**src/rtl/multicycle_controller_if.sv**
```systemverilog
// Handshake and strobe bundle between the multi-cycle sequencer and the core datapath/memories.
interface multicycle_controller_if #(
  parameter int unsigned CNT_W = 32
);
  logic [31:0]      ir;
  logic             alu_zero;
  logic             imem_ready;
  logic             dmem_ready;
  logic             resume;
  logic             imem_req;
  logic             dmem_req;
  logic             dmem_we;
  logic             ir_write;
  logic             reg_write;
  logic             alu_src;
  logic             ext_op;
  logic             pc_write;
  logic [1:0]       pc_src;
  logic             halted;
  logic [1:0]       err_code;
  logic [2:0]       state;
  logic [CNT_W-1:0] retired_count;

  modport master (
    input  ir, alu_zero, imem_ready, dmem_ready, resume,
    output imem_req, dmem_req, dmem_we, ir_write, reg_write, alu_src, ext_op,
           pc_write, pc_src, halted, err_code, state, retired_count
  );

  modport slave (
    output ir, alu_zero, imem_ready, dmem_ready, resume,
    input  imem_req, dmem_req, dmem_we, ir_write, reg_write, alu_src, ext_op,
           pc_write, pc_src, halted, err_code, state, retired_count
  );
endinterface

```
**src/rtl/multicycle_controller.sv**
```systemverilog
// Multi-cycle FETCH/DECODE/EXEC/MEM/WB sequencer: memory handshakes with timeout,
// halt on stop bit / illegal opcode / timeout, and a retired-instruction counter.
module multicycle_controller #(
  parameter int unsigned TIMEOUT_CYCLES = 15,
  parameter int unsigned CNT_W          = 32
) (
  input  logic                    clk,
  input  logic                    rst,
  multicycle_controller_if.master bus
);

  typedef enum logic [2:0] {
    S_FETCH  = 3'd0,
    S_DECODE = 3'd1,
    S_EXEC   = 3'd2,
    S_MEM    = 3'd3,
    S_WB     = 3'd4,
    S_HALT   = 3'd5
  } state_e;

  localparam logic [1:0] ERR_NONE = 2'b00;
  localparam logic [1:0] ERR_STOP = 2'b01;
  localparam logic [1:0] ERR_ILL  = 2'b10;
  localparam logic [1:0] ERR_TMO  = 2'b11;

  localparam int unsigned WAIT_W = (TIMEOUT_CYCLES < 2) ? 1 : $clog2(TIMEOUT_CYCLES);
  localparam logic [WAIT_W-1:0] WAIT_LAST = WAIT_W'(TIMEOUT_CYCLES - 1);

  state_e            state_q, state_d;
  logic [1:0]        err_q, err_d;
  logic [CNT_W-1:0]  cnt_q, cnt_d;
  logic [WAIT_W-1:0] wait_q, wait_d;

  // Instruction field decode from the latched IR
  logic       stop_c;
  logic [1:0] typ_c;
  logic [4:0] op_c;
  logic       is_r_c, is_j_c, is_i_c, is_s_c;
  logic       legal_c, is_lw_c, is_sw_c, is_beq_c, is_jmp_c, is_andi_c;
  logic       retire_c;
  logic       unused_ir_c;

  assign stop_c      = bus.ir[31];
  assign typ_c       = bus.ir[30:29];
  assign op_c        = bus.ir[4:0];
  assign unused_ir_c = ^bus.ir[28:5];

  assign is_r_c    = (typ_c == 2'b00);
  assign is_j_c    = (typ_c == 2'b01);
  assign is_i_c    = (typ_c == 2'b10);
  assign is_s_c    = (typ_c == 2'b11);
  assign is_andi_c = is_i_c && (op_c == 5'd0);
  assign is_lw_c   = is_i_c && (op_c == 5'd2);
  assign is_sw_c   = is_i_c && (op_c == 5'd3);
  assign is_beq_c  = is_i_c && (op_c == 5'd4);
  assign is_jmp_c  = is_j_c && (op_c == 5'd0);
  assign legal_c   = (is_r_c && (op_c < 5'd4)) || is_jmp_c ||
                     (is_i_c && (op_c < 5'd5)) || (is_s_c && (op_c < 5'd4));

  assign retire_c = ((state_q == S_EXEC) && (is_jmp_c || is_beq_c)) ||
                    ((state_q == S_MEM) && bus.dmem_ready && is_sw_c) ||
                    (state_q == S_WB);

  always_ff @(posedge clk or posedge rst) begin
    if (rst) begin
      state_q <= S_FETCH;
      err_q   <= ERR_NONE;
      cnt_q   <= '0;
      wait_q  <= '0;
    end else begin
      state_q <= state_d;
      err_q   <= err_d;
      cnt_q   <= cnt_d;
      wait_q  <= wait_d;
    end
  end

  always_comb begin
    state_d = state_q;
    err_d   = err_q;
    cnt_d   = cnt_q;
    wait_d  = wait_q;
    if (retire_c) begin
      cnt_d = cnt_q + CNT_W'(1);
      // A retiring instruction with the stop bit parks the core instead of fetching
      state_d = stop_c ? S_HALT : S_FETCH;
      if (stop_c) err_d = ERR_STOP;
    end
    unique case (state_q)
      S_FETCH: begin
        if (bus.imem_ready) begin
          wait_d  = '0;
          state_d = S_DECODE;
        end else if (wait_q == WAIT_LAST) begin
          wait_d  = '0;
          state_d = S_HALT;
          err_d   = ERR_TMO;
        end else begin
          wait_d = wait_q + WAIT_W'(1);
        end
      end
      S_DECODE: begin
        if (legal_c) begin
          state_d = S_EXEC;
        end else begin
          state_d = S_HALT;
          err_d   = ERR_ILL;
        end
      end
      S_EXEC: begin
        if (is_lw_c || is_sw_c)              state_d = S_MEM;
        else if (!(is_jmp_c || is_beq_c))    state_d = S_WB;
      end
      S_MEM: begin
        if (bus.dmem_ready) begin
          wait_d = '0;
          if (is_lw_c) state_d = S_WB;
        end else if (wait_q == WAIT_LAST) begin
          wait_d  = '0;
          state_d = S_HALT;
          err_d   = ERR_TMO;
        end else begin
          wait_d = wait_q + WAIT_W'(1);
        end
      end
      S_WB: ;
      S_HALT: begin
        wait_d = '0;
        // Only a stop-bit halt is recoverable; fault halts stay until reset
        if (bus.resume && (err_q == ERR_STOP)) begin
          state_d = S_FETCH;
          err_d   = ERR_NONE;
        end
      end
      default: state_d = S_FETCH;
    endcase
  end

  always_comb begin
    bus.imem_req  = 1'b0;
    bus.dmem_req  = 1'b0;
    bus.dmem_we   = 1'b0;
    bus.ir_write  = 1'b0;
    bus.reg_write = 1'b0;
    bus.alu_src   = 1'b0;
    bus.ext_op    = 1'b0;
    bus.pc_write  = 1'b0;
    bus.pc_src    = 2'b00;
    unique case (state_q)
      S_FETCH: begin
        bus.imem_req = 1'b1;
        bus.ir_write = bus.imem_ready;
      end
      S_EXEC: begin
        bus.alu_src = is_i_c;
        bus.ext_op  = !is_andi_c;
        if (is_jmp_c) begin
          bus.pc_write = 1'b1;
          bus.pc_src   = 2'b10;
        end else if (is_beq_c) begin
          bus.pc_write = 1'b1;
          bus.pc_src   = bus.alu_zero ? 2'b01 : 2'b00;
        end
      end
      S_MEM: begin
        bus.dmem_req = 1'b1;
        bus.dmem_we  = is_sw_c;
        bus.alu_src  = 1'b1;
        bus.ext_op   = 1'b1;
        bus.pc_write = bus.dmem_ready && is_sw_c;
      end
      S_WB: begin
        bus.reg_write = 1'b1;
        bus.pc_write  = 1'b1;
      end
      default: ;
    endcase
  end

  assign bus.halted        = (state_q == S_HALT);
  assign bus.err_code      = err_q;
  assign bus.state         = state_q;
  assign bus.retired_count = cnt_q;

endmodule

```
**src/flat_wrapper.sv**
```systemverilog
// flat-port wrapper written by rule: the top's interface ports become plain ports
module multicycle_controller_flat 
#(
  parameter int unsigned TIMEOUT_CYCLES = 15,
  parameter int unsigned CNT_W          = 32
)
  (clk, rst, bus_ir, bus_alu_zero, bus_imem_ready, bus_dmem_ready, bus_resume, bus_imem_req, bus_dmem_req, bus_dmem_we, bus_ir_write, bus_reg_write, bus_alu_src, bus_ext_op, bus_pc_write, bus_pc_src, bus_halted, bus_err_code, bus_state, bus_retired_count);
  multicycle_controller_if #(.CNT_W(CNT_W)) bus_i ();
  input  logic clk;
  input  logic rst;
  input wire logic [$bits(bus_i.ir)-1:0] bus_ir;
  input wire logic [$bits(bus_i.alu_zero)-1:0] bus_alu_zero;
  input wire logic [$bits(bus_i.imem_ready)-1:0] bus_imem_ready;
  input wire logic [$bits(bus_i.dmem_ready)-1:0] bus_dmem_ready;
  input wire logic [$bits(bus_i.resume)-1:0] bus_resume;
  output wire logic [$bits(bus_i.imem_req)-1:0] bus_imem_req;
  output wire logic [$bits(bus_i.dmem_req)-1:0] bus_dmem_req;
  output wire logic [$bits(bus_i.dmem_we)-1:0] bus_dmem_we;
  output wire logic [$bits(bus_i.ir_write)-1:0] bus_ir_write;
  output wire logic [$bits(bus_i.reg_write)-1:0] bus_reg_write;
  output wire logic [$bits(bus_i.alu_src)-1:0] bus_alu_src;
  output wire logic [$bits(bus_i.ext_op)-1:0] bus_ext_op;
  output wire logic [$bits(bus_i.pc_write)-1:0] bus_pc_write;
  output wire logic [$bits(bus_i.pc_src)-1:0] bus_pc_src;
  output wire logic [$bits(bus_i.halted)-1:0] bus_halted;
  output wire logic [$bits(bus_i.err_code)-1:0] bus_err_code;
  output wire logic [$bits(bus_i.state)-1:0] bus_state;
  output wire logic [$bits(bus_i.retired_count)-1:0] bus_retired_count;
  assign bus_i.ir = bus_ir;
  assign bus_i.alu_zero = bus_alu_zero;
  assign bus_i.imem_ready = bus_imem_ready;
  assign bus_i.dmem_ready = bus_dmem_ready;
  assign bus_i.resume = bus_resume;
  assign bus_imem_req = bus_i.imem_req;
  assign bus_dmem_req = bus_i.dmem_req;
  assign bus_dmem_we = bus_i.dmem_we;
  assign bus_ir_write = bus_i.ir_write;
  assign bus_reg_write = bus_i.reg_write;
  assign bus_alu_src = bus_i.alu_src;
  assign bus_ext_op = bus_i.ext_op;
  assign bus_pc_write = bus_i.pc_write;
  assign bus_pc_src = bus_i.pc_src;
  assign bus_halted = bus_i.halted;
  assign bus_err_code = bus_i.err_code;
  assign bus_state = bus_i.state;
  assign bus_retired_count = bus_i.retired_count;
  multicycle_controller #(.TIMEOUT_CYCLES(TIMEOUT_CYCLES), .CNT_W(CNT_W)) u_core (.clk(clk), .rst(rst), .bus(bus_i));
endmodule
```
**config.mk**
```make
export PLATFORM = sky130hd
export DESIGN_NAME = multicycle_controller_flat
export DESIGN_NICKNAME = d
export VERILOG_FILES = /design/src/rtl/multicycle_controller_if.sv /design/src/rtl/multicycle_controller.sv /design/src/flat_wrapper.sv
export SDC_FILE = /design/constraint.sdc
export NUM_CORES = 1
export LEC_CHECK = 0
export CORE_MARGIN = 10
export CORE_UTILIZATION = 38
export CTS_CLUSTER_SIZE = 25
export DETAILED_ROUTE_END_ITERATION = 16
export PLACE_DENSITY = 0.72
export SLEW_MARGIN = 40
export SYNTH_ARGS = -nofsm -noshare
export SYNTH_HDL_FRONTEND = slang
export SYNTH_SLANG_ARGS = --single-unit
```
**constraint.sdc**
```tcl
create_clock -name clk -period 2 [get_ports clk]
set_clock_uncertainty 0.2 [all_clocks]
set_input_delay 0.4 -clock clk [delete_from_list [all_inputs] [get_ports clk]]
set_output_delay 0.4 -clock clk [all_outputs]
set_load 0.01 [all_outputs]
```
After elaboration in Yosys (flattened, before gate mapping)
Index checks and enable logic that the tools add are counted.
{"block": "totals", "ff_bits": 41, "input_bits": 38}
{"block": "classes", "add_sub_neg": 2, "n_lt_le_gt_ge": 2, "eq_ne": 13, "n_mux": 37, "reduce_logical": 25}
{"op": "adder 32 x 1 -> 32 bit, second input constant", "count": 1}
{"op": "2-to-1 mux 3 bit", "count": 10}
{"op": "2-to-1 mux 2 bit", "count": 10}
{"op": "case mux 3 bit (6 select lines)", "count": 1}
{"op": "logical AND 1 bit", "count": 13}
{"op": "2-to-1 mux 4 bit", "count": 3}
{"op": "case mux 4 bit (3 select lines)", "count": 1}
{"op": "equality test 5 x 2 -> 1 bit, second input constant", "count": 2}
{"op": "less-than comparator 5 x 3 -> 1 bit, second input constant", "count": 2}
{"op": "2-to-1 mux 1 bit", "count": 8}
{"op": "case mux 2 bit (4 select lines)", "count": 1}
{"op": "logical OR 1 bit", "count": 7}
{"op": "equality test 3 x 2 -> 1 bit, second input constant", "count": 2}
{"op": "equality test 3 bit, second input constant", "count": 2}
{"op": "equality test 5 x 3 -> 1 bit, second input constant", "count": 1}
{"op": "zero test 5 bit", "count": 1}
{"op": "adder 4 x 1 -> 4 bit, second input constant", "count": 1}
{"op": "equality test 2 x 1 -> 1 bit, second input constant", "count": 2}
{"op": "equality test 2 bit, second input constant", "count": 2}
{"op": "equality test 4 bit, second input constant", "count": 1}
{"op": "case mux 1 bit (2 select lines)", "count": 2}
{"op": "equality test 3 x 1 -> 1 bit, second input constant", "count": 1}
{"op": "zero test 3 bit", "count": 1}
{"op": "case mux 1 bit (3 select lines)", "count": 1}
{"op": "3 further kinds", "count": 3}

Depth between registers and ports, before layout
{"block": "logic_depth", "word_depth": 10, "mapped_depth": 8, "depth_no_buf": 7}

Worst setup path after synthesis
OpenSTA, ideal clock, no wires.
{"block": "synth_timing", "path_kind": "reg2reg", "start": "register u_core.state_q[2] (netlist: u_core.bus.state[2])", "end": "register u_core.cnt_q[29] (netlist: u_core.bus.retired_count[29])", "arrival_ns": 1.865, "t_required_ns": 1.721, "path_slack_ns": -0.144, "stages_incl_launch_ff": 9, "path_buffers": 3, "synth_period_minus_slack_ns": 2.144, "path_cell_list": "dfrtp_1 -> clkbuf_1 -> nor2b_1 -> o2111ai_1 -> and3_1 -> buf_6 -> buf_6 -> nor4_2 -> xor2_1"}
{"block": "synth_between", "elab_chain_cells": 5, "word_cells_on_any_way": 8, "classes_between": "eq/ne: 3; reduce/logical: 5"}
{"element": "start, declared", "line": "multicycle_controller.sv:29", "source": "state_e state_q, state_d;"}
{"element": "start signal, assigned", "line": "multicycle_controller.sv:71", "source": "state_q <= state_d;"}
{"element": "equality test 3 x 2 -> 1 bit", "line": "multicycle_controller.sv:61", "source": "((state_q == S_MEM) && bus.dmem_ready && is_sw_c) ||"}
{"element": "logical AND 1 bit (2 in series)", "line": "multicycle_controller.sv:61"}
{"element": "logical OR 1 bit", "line": "multicycle_controller.sv:60", "source": "assign retire_c = ((state_q == S_EXEC) && (is_jmp_c || is_beq_c)) ||"}
{"element": "logical OR 1 bit (*)", "line": "multicycle_controller.sv:61"}
{"element": "end signal, assigned", "line": "multicycle_controller.sv:73", "source": "cnt_q <= cnt_d;"}
{"element": "end, declared", "line": "multicycle_controller.sv:31", "source": "logic [CNT_W-1:0] cnt_q, cnt_d;"}
Every way passes the cells marked *; elsewhere a longest branch is shown, timed or not.
A chain may end at the register's enable or synchronous reset.

Worst setup path in the final report
{"block": "layout_timing", "start": "register u_core.state_q[2] (netlist: u_core.bus.state[2])", "end": "output port bus_pc_write"}
{"block": "layout_between", "elab_chain_cells": 2, "word_cells_on_any_way": 4, "classes_between": "eq/ne: 3; mux: 1"}
{"element": "equality test 3 bit or equality test 3 x 2 -> 1 bit (tied branches)", "line": "multicycle_controller.sv:149", "source": "unique case (state_q)"}
{"element": "case mux 1 bit (3 select lines) (*)", "line": "multicycle_controller.sv:149"}
{"element": "end, declared", "line": "flat_wrapper.sv:23", "source": "output wire logic [$bits(bus_i.pc_write)-1:0] bus_pc_write;"}
Marks and branches as above.

==> metrics.md <==
| Metric | Value |
|---|---|
| Outcome | `complete, but fails checks` |
| Failing checks | `negative setup slack` |
| Layout area overhead | `81.83%` |
| Power Dens Cells | `816.9 mW/mm²` |
| Number of buffers created by CTS | `5` |
| CTS tree | `built` |
| Crit path max fanout | `3` |
| Placed cells | `444` |
| WL/cell | `18.78 µm` |
| Final Cycle Share | `1.083` |
| Slew margin rel. | `0.7505` |
| Final nets | `439` |
| Clk sink count | `41` |
| Worst path bufs/invs | `2` |
| Fin. max-slew vios | `0` |
| Post-Syn Instances | `258` |
| Critical-path cell list | `buf_6, and4b_1, nand4_1, o211ai_4, buf_6` |
| Crit-path slowest cell | `dfrtp_1` |
| Async set-reset flop share out of synthesis | `1.000` |
| CTS max path bufs | `2` |
| Hold Vio Cnt, Final | `0` |
| Worst Tran Pin Value | `372.4 ps` |
| Syn Area/Cell | `9.500 µm²` |
| Multi-input logic area | `0.001836 mm²` |
| CTS root buf | `clkbuf_8` |
| Drt drc | `0` |
| Mapped Nets | `299` |
| Seq cells post-synth | `41` |
| Setup WS post-layout | `-165.8 ps` |
| Initial drt markers | `144` |
| Startpoint Class | `flop` |
| Largest net degree at the start of global routing | `42` |
| Fillers | `456` |
| Via count | `2,655` |
| Crit Path Category | `flop to output pin` |
| Crit path depth | `5` |
| RSZ-0062 raised after global routing | `yes` |
| Crit-path max cell delay | `410 ps` |
| Core area | `0.006314 mm²` |
| Detailed-router iteration count before antenna repair | `4` |
| # port buffers | `61` |
| Peak supply drop | `0.5476 mV` |
| Gr ovfl total | `0` |
| Delay-heaviest family, CP | `simple AND/OR/NAND/NOR gates` |
| Post-Layout Inst Area | `0.004457 mm²` |
| CP endpoint kind | `output pin` |
| Post-synth EDFFs | `0` |
| Area of the mapped netlist | `0.002451 mm²` |
| Critical Path AT | `1570 ps` |
| Die extent in x | `100.3 µm` |
| Reg area | `0.001028 mm²` |
| MaxCap Viol Count | `0` |
| Clk_lat worst skew | `290 ps` |
| Vias in the first global route | `2,885` |
| Critical Path RT | `1400 ps` |
| H-tree depth | `2` |
| CTS clock-pin slew for the worst setup and hold paths | `80 ps` |
| Min Tclk post-route | `2166 ps` |
| GR Util All Layers | `0.1681` |
| Leakage Power | `2.028 nW` |
| Full die area | `0.01006 mm²` |
| # rows | `29` |
| Most used cell, CP | `buf_6` |
| Post-placement cell area | `0.003605 mm²` |
| Gpl congestion | `0.9117` |
| Hold Crit Depth | `1` |
| DRT antenna net count | `0` |
| Non-filler cells, final | `476` |
| Initial antenna violation count | `0` |
| Vias/cell | `5.578` |
| Post-place setup slack | `-981.6 ps` |
| Layout cell share with drive strength beyond 1 | `0.4361` |
| Drt total wl | `8.938 mm` |
| # diodes | `0` |
| Min-delay worst type | `flop to flop` |
| FMAX | `0.4617 GHz` |
| Final setup fails | `13` |
| Unique masters post-synth | `52` |
| Initial Utilization | `0.3882` |
| First-pass GRT wire length | `14.01 mm` |
| Seq/Total Area, Yosys | `0.4186` |
| Synth Flop Type | `dfrtp_1` |
| Synth warnings | `0` |
| Detailed Place HPWL | `5.734 mm` |
| Die height | `100.3 µm` |
| # IOs | `86` |
| R2R cell count | `6` |
-- cell usage in the layout (no fill, tap or decap), drive strengths merged, types with 4 or more instances in the layout --
cell type       n
buf            96
dfrtp          41
clkdlybuf4s50  38
xor2           26
nand2          22
nand3          18
nor2           18
nor3           15
inv            11
nor4           10
nand4          10
a21oi           9
clkbuf          9
o21ai           7
xnor2           6
nor4b           5
dlygate4sd2     4
and3            4
-- Yosys cell counts (4+ instances only) --
cell type	count	area (µm²)
and3_1	4	25.02
nor3_1	15	75.07
o21ai_0	7	35.03
nand2_1	22	82.58
clkbuf_1	5	18.77
dfrtp_1	41	1026
nand3_1	18	90.09
nor4_2	6	75.07
nand4_1	9	56.30
xor2_1	26	227.7
inv_1	10	37.54
a21oi_1	9	45.04
xnor2_1	6	52.55
nor2_1	18	67.56
-- final cells by class --
class,count,area share
well taps,77,0.02162
clock inverters,1,0.006738
repair buffers,142,0.2998
flip-flops and latches,41,0.2308
multi-input cells,197,0.4118
clock buffers,7,0.01937
inverters,11,0.009826
-- routing by layer --
metal  wire (µm)  part of all wire  global-route usage  up-vias
met5           0                 0                   0        -
met4         239             0.027             0.07065        0
met3         528             0.059             0.04670       23
met2        4735              0.53              0.3096       96
met1        3435              0.38              0.1736     1316
li1            -                 -                   -     1220
-- path summary, 6_finish.rpt --
path | startpoint | endpoint | slack, ps
min in group asynchronous | rst | u_core.bus.retired_count[9]$_DFFE_PP0N_ | 300
worst max register to register | u_core.bus.retired_count[10]$_DFFE_PP0N_ | u_core.bus.retired_count[23]$_DFFE_PP0N_ | -100
worst min-delay path | u_core.bus.retired_count[31]$_DFFE_PP0N_ | u_core.bus.retired_count[31]$_DFFE_PP0N_ | 280
max in group asynchronous | rst | u_core.bus.state[1]$_DFF_PP0_ | 1090
worst max-delay path | u_core.bus.state[2]$_DFF_PP0_ | bus_pc_write | -170
worst min register to register | u_core.bus.retired_count[31]$_DFFE_PP0N_ | u_core.bus.retired_count[31]$_DFFE_PP0N_ | 280
-- where the power goes --
group          total, mW  internal, mW  leakage, nW  switching, mW
registers           1.04         0.942        0.435          0.102
clock network      0.692         0.407       0.0585          0.285
logic               1.90         0.975         1.53          0.930
-- worst reg2reg max path, cell delays in order, from the launching register on --
cell and delay [ps]:
dfrtp_1 350, buf_4 130, nand4_1 230, nor2_4 190
nand4_1 300, nor4b_4 410, xor2_1 210
-- sequential cells by signal, summed over array words and instances, names as in the netlist --
register                  flops
u_core.bus.retired_count     32
u_core.bus.err_code           2
u_core.wait_q                 4
u_core.bus.state              3
-- cell families (layout without fill, tap and decap cells) --
group           count (synthesis)  count (layout)  share of synthesized area
flops                          41              41                     0.4186
buf+inv                        20             161                    0.03726
fa+ha+maj                       3               3                    0.01532
mux                             2               2                   0.008678
simple gates                  123             123                     0.3037
compound gates                 37              37                     0.1021
xor+xnor                       32              32                     0.1143
-- through the flow --
stage                     setup TNS [ps]  hold slack (ps)    util  total power, mW
after CTS                         -667.1            271.4  0.6615            3.469
after floorplan                   -477.1            303.9       -            1.773
after global placement            -25450            256.2  0.5709            2.610
after global routing               -3089            307.0  0.7059            3.835
final                             -710.5            277.6  0.7059            3.641
after detailed placement          -28990            264.4  0.5709            2.639
-- repair_timing --
item / in CTS / in global routing
pin swaps: 48 / 30
hold buffers: 0 / 0
buffers inserted: 13 / 10
gates resized for setup: 134 / 64
setup endpoints to repair: 53 / 45
cloned: 3 / 0
Power figures use the tool's default switching activity.
